File: config.mk
export PLATFORM = sky130hd
export DESIGN_NAME = layer_1_activation_streamer
export DESIGN_NICKNAME = d
export VERILOG_FILES = /design/src/rtl/layer_1_activation_streamer.sv
export SDC_FILE = /design/constraint.sdc
export NUM_CORES = 1
export LEC_CHECK = 0
export ABC_AREA = 1
export BUFFER_PORTS_ARGS = -buffer_cell sky130_fd_sc_hd__buf_2
export CAP_MARGIN = 20
export CORE_AREA = 2 2 263 265
export CTS_BUF_LIST = sky130_fd_sc_hd__clkbuf_4 sky130_fd_sc_hd__clkbuf_8
export DETAILED_ROUTE_END_ITERATION = 6
export DIE_AREA = 0 0 265 267
export PLACE_DENSITY = 0.62
export SLEW_MARGIN = 20
export SYNTH_ARGS = -nofsm -noshare
export SYNTH_HDL_FRONTEND = slang
export SYNTH_SLANG_ARGS = --single-unit
export TNS_END_PERCENT = 5
File: constraint.sdc
create_clock -name clk -period 1.6 [get_ports clk]
set_input_delay 0.16 -clock clk [delete_from_list [all_inputs] [get_ports clk]]
set_output_delay 0.16 -clock clk [all_outputs]
set_load 0.05 [all_outputs]
File: src/rtl/layer_1_activation_streamer.sv
// Captures the 20 layer-1 leaky-ReLU activations on load, requantizes them to
// SIZE-bit fixed point and streams them one per valid/ready beat to layer 2.
module layer_1_activation_streamer #(
    parameter int SIZE = 16,
    parameter int FRAC = 8
) (
    input  logic                clk,
    input  logic                reset,
    input  logic                load,
    input  logic [2*SIZE-1:0]   in_1,
    input  logic [2*SIZE-1:0]   in_2,
    input  logic [2*SIZE-1:0]   in_3,
    input  logic [2*SIZE-1:0]   in_4,
    input  logic [2*SIZE-1:0]   in_5,
    input  logic [2*SIZE-1:0]   in_6,
    input  logic [2*SIZE-1:0]   in_7,
    input  logic [2*SIZE-1:0]   in_8,
    input  logic [2*SIZE-1:0]   in_9,
    input  logic [2*SIZE-1:0]   in_10,
    input  logic [2*SIZE-1:0]   in_11,
    input  logic [2*SIZE-1:0]   in_12,
    input  logic [2*SIZE-1:0]   in_13,
    input  logic [2*SIZE-1:0]   in_14,
    input  logic [2*SIZE-1:0]   in_15,
    input  logic [2*SIZE-1:0]   in_16,
    input  logic [2*SIZE-1:0]   in_17,
    input  logic [2*SIZE-1:0]   in_18,
    input  logic [2*SIZE-1:0]   in_19,
    input  logic [2*SIZE-1:0]   in_20,
    output logic [SIZE-1:0]     out_data,
    output logic [4:0]          out_index,
    output logic                out_valid,
    input  logic                out_ready,
    output logic                out_last,
    output logic                busy,
    output logic                done,
    output logic                overrun
);

    localparam int          N_ACT    = 20;
    localparam logic [4:0]  LAST_IDX = 5'd19;

    localparam logic signed [2*SIZE-1:0] W_MAX = {{(SIZE+1){1'b0}}, {(SIZE-1){1'b1}}};
    localparam logic signed [2*SIZE-1:0] W_MIN = {{(SIZE+1){1'b1}}, {(SIZE-1){1'b0}}};

    typedef enum logic {
        S_IDLE   = 1'b0,
        S_STREAM = 1'b1
    } state_t;

    state_t             r_state;
    state_t             w_state_nxt;
    logic [4:0]         r_idx;
    logic [4:0]         w_idx_nxt;
    logic [SIZE-1:0]    r_buf [0:N_ACT-1];
    logic               r_done;
    logic               w_done_nxt;
    logic               r_overrun;
    logic               w_overrun_nxt;
    logic               w_capture;
    logic               w_accept;
    logic               w_final;
    logic [2*SIZE-1:0]  w_in [0:N_ACT-1];

    assign w_in[0]  = in_1;
    assign w_in[1]  = in_2;
    assign w_in[2]  = in_3;
    assign w_in[3]  = in_4;
    assign w_in[4]  = in_5;
    assign w_in[5]  = in_6;
    assign w_in[6]  = in_7;
    assign w_in[7]  = in_8;
    assign w_in[8]  = in_9;
    assign w_in[9]  = in_10;
    assign w_in[10] = in_11;
    assign w_in[11] = in_12;
    assign w_in[12] = in_13;
    assign w_in[13] = in_14;
    assign w_in[14] = in_15;
    assign w_in[15] = in_16;
    assign w_in[16] = in_17;
    assign w_in[17] = in_18;
    assign w_in[18] = in_19;
    assign w_in[19] = in_20;

    // Drop FRAC fractional bits (floor), then clamp into the signed SIZE-bit range.
    function automatic logic [SIZE-1:0] requant(input logic [2*SIZE-1:0] a);
        logic signed [2*SIZE-1:0] s;
        s = $signed(a) >>> FRAC;
        if (s > W_MAX) begin
            return W_MAX[SIZE-1:0];
        end else if (s < W_MIN) begin
            return W_MIN[SIZE-1:0];
        end else begin
            return s[SIZE-1:0];
        end
    endfunction

    assign w_accept = (r_state == S_STREAM) && out_ready;
    assign w_final  = w_accept && (r_idx == LAST_IDX);

    always_comb begin
        w_state_nxt   = r_state;
        w_idx_nxt     = r_idx;
        w_capture     = 1'b0;
        w_done_nxt    = 1'b0;
        w_overrun_nxt = r_overrun;
        case (r_state)
            S_IDLE: begin
                if (load) begin
                    w_capture   = 1'b1;
                    w_idx_nxt   = 5'd0;
                    w_state_nxt = S_STREAM;
                end
            end
            S_STREAM: begin
                if (w_accept) begin
                    if (r_idx == LAST_IDX) begin
                        w_done_nxt = 1'b1;
                        w_idx_nxt  = 5'd0;
                        // A load landing on the final beat chains straight into the next stream.
                        if (load) begin
                            w_capture = 1'b1;
                        end else begin
                            w_state_nxt = S_IDLE;
                        end
                    end else begin
                        w_idx_nxt = r_idx + 5'd1;
                    end
                end
                if (load && !w_final) begin
                    w_overrun_nxt = 1'b1;
                end
            end
            default: begin
                w_state_nxt = S_IDLE;
                w_idx_nxt   = 5'd0;
            end
        endcase
    end

    always_ff @(posedge clk or negedge reset) begin
        if (!reset) begin
            r_state   <= S_IDLE;
            r_idx     <= 5'd0;
            r_done    <= 1'b0;
            r_overrun <= 1'b0;
            for (int i = 0; i < N_ACT; i++) begin
                r_buf[i] <= '0;
            end
        end else begin
            r_state   <= w_state_nxt;
            r_idx     <= w_idx_nxt;
            r_done    <= w_done_nxt;
            r_overrun <= w_overrun_nxt;
            if (w_capture) begin
                for (int i = 0; i < N_ACT; i++) begin
                    r_buf[i] <= requant(w_in[i]);
                end
            end
        end
    end

    // All outputs decode registered state, so out_ready never reaches out_valid.
    assign out_valid = (r_state == S_STREAM);
    assign busy      = (r_state == S_STREAM);
    assign out_data  = r_buf[r_idx];
    assign out_index = r_idx;
    assign out_last  = (r_state == S_STREAM) && (r_idx == LAST_IDX);
    assign done      = r_done;
    assign overrun   = r_overrun;

endmodule

==> metrics.yaml <==
cts_root_buf: "clkbuf_8"
yosys.area.top_type_share_pct: 42.7
worst_pin_slew_ns: 0.552
wirelength_um: 80000
cts.path.max_buffers: 3
final-hold-violation-count: 0
numCtsBuffers: 60
synth_fp_nets: 3629
max_freq_mhz: 382
initial_core_util_pct: 28.3
vias: 22200
dp_hpwl_um: 57400
post-route-period-util_pct: 163
htreeDepth: 2
core.rowCount: 96
setup_violations: 341
ir_drop_v: 0.00253
die_y_um: 267
instances_no_fill: 4781
yosysWarnings: 0
crit_required_ns: 1.44
routed_via_density: 4.65
io_pins: 670
syn-instance-count: 2984
ys_seq_elements: 328
die_x_um: 265
nets: 4503
drtIter0Drc: 1736
place.port_buffers: 509
drv_cap: 0
fillerInstances: 6876
layout_setup_ws_ns: -1.01
finalPower_mw: 45.9
r2r-start: "out_index[2]"
p_per_area_mw_per_mm2: 1570
design.die.area_mm2: 0.0708
final_util_pct: 43.2
syn_avg_cell_area_um2: 6.45
status: "finished, violations left"
r2r_cells: 8
wire_per_inst_um: 16.7
rsz0062_at_grt: "true"
final_common_cell: "nand2_1"
synth_top_cell_by_area: "dfrtp_1"
layout_min_cycle_time_ns: 2.61
pre_cts_ws_ns: -0.548
place_inst: 4336
ys_types: 22
path_class: "flip-flop to output port"
whs_ns: 0.113
grt_pass1_wl_um: 121000
coreArea_mm2: 0.0680
clkLatencyLatePin_ns: 0.67
grtUsageTotal_pct: 21.9
clk_pin_slew_ns: 0.06
reg2reg_slack_ns: -0.35
min_path_type: "input pin to asynchronous set/reset pin"
r2r-end: "r_buf[227]"
max_slew_margin_pct: 63.2
antenna_found_initial: 4
drive_gt1_share_pct: 23.6
drtAntennaViolNets: 0
cp-start-kind: "flip-flop"
finClkSkew_ns: 0.0361
cp-end-kind: "output port"
worstPathMaxFanout: 14
grt_pass1_vias: 21800
firstDrtPassIters: 5
timing.final.max_slew_violations: 0
violations: "setup timing"
drc: 0
synthTopCellsByArea: "dfrtp_1 43%, nand2_1 29%, o21ai_0 5.9%"
ys_seq_area_share_pct: 42.7
grt_overflow: 0
leakagePower_nw: 15.2
cts_sinks: 328
worstPathArrival_ns: 2.45
area_growth_pct: 52.5
cts_tree: "done"
place.gp.congestion: 0.849
grt_max_degree: 64
syn_area_mm2: 0.0192
final_cell_mix: "1,421 x nand2_1, 488 x buf_2, 325 x dlygate4sd3_1, 322 x dfrtp_1, 272 x inv_1"
[report_power, final]
part	internal [mW]	switching, mW
Combinational	9.16	14.7
Sequential	12.3	1.44
Clock	4.69	3.70
[routing by layer]
| metal | vias up | share of wire (%) | routed length [um] | global-route usage, % |
|---|---|---|---|---|
| li1 | 11000 | - | - | - |
| met2 | 833 | 47 | 37300 | 36.1 |
| met1 | 10300 | 44 | 35200 | 29.3 |
| met5 | - | 0.014 | 11 | 0 |
| met4 | 2 | 2.8 | 2240 | 7.24 |
| met3 | 138 | 6.5 | 5240 | 3.50 |
[cells by family after synthesis]
kind of cell | Yosys count | synth area share, %
fa+ha+maj | 1 | 0.0650
buf+inv | 461 | 10.3
compound gates | 321 | 8.47
xor+xnor | 3 | 0.137
flops | 328 | 42.7
simple gates | 1870 | 38.4
[worst max path at each step]
stage	start	depth (start not counted)	slack (ns)	end
finish	out_index[0]	11	-1.01	out_data[5]
global route	out_index[0]	13	-1.15	out_data[9]
detailed placement	out_index[0]	12	-0.55	out_data[13]
floorplan	out_index[4]	9	-0.16	r_buf[120]
global placement	out_index[0]	12	-0.54	out_data[5]
CTS	out_index[0]	13	-1.07	out_data[5]
[cell type report]
class | count | area [um^2] | share of cell area (%)
multi-input combinational | 2195 | 9680 | 33.0
sequential | 328 | 8220 | 28.0
timing repair buffer | 984 | 7970 | 27.2
inverter | 287 | 1110 | 3.78
tap | 882 | 1100 | 3.76
clock buffer | 91 | 1100 | 3.76
clock inverter | 9 | 121 | 0.414
timing repair inverter | 2 | 25.0 | 0.0853
antenna | 3 | 7.51 | 0.0256
[worst max-delay path, cell delays in order (launching register included)]
cell       delay [ns]
dfrtp_4          0.44
buf_12           0.20
clkinv_16        0.11
clkbuf_16        0.19
nand2_1          0.08
nand3_2          0.11
nand3_1          0.13
nand3_2          0.09
nand2_2          0.11
nand2_4          0.07
nand2_4          0.10
buf_8            0.15
[per-stage QoR]
step	setup TNS (ns)	instance area, um^2
after CTS	-90.31	28800
after detailed placement	-90.93	23700
after global routing	-126.14	29300
after global placement	-85.40	23700
after floorplan	-49.85	19600
final	-87.76	29300
[synth_stat cells]
master    count
o21ai_0     227
buf_2        19
buf_6        24
clkbuf_1    106
nor3_4        1
buf_4        11
ha_1          1
inv_1       284
nand3_1     165
dfrtp_1     328
buf_1        14
xnor2_1       1
inv_2         2
o21bai_1      1
xor2_1        2
o21ai_1      74
clkinv_1      1
a21oi_1       2
nor2_1      144
nand2_1    1499
nand4_1      61
o22ai_1      17
[state kept, by name (all words and copies together), names as in the netlist]
signal and flops:
r_buf 320, out_index 5, busy 1, done 1, overrun 1
[timing repair]
item	in CTS	in global routing
buffers inserted	3	0
hold buffers	326	0
resized for setup	156	89
endpoints found under the hold margin	655	0
pin swaps	5	34
endpoints found under the setup margin	349	348
cloned	5	8
No activity file was read; power rests on OpenSTA's default activity.
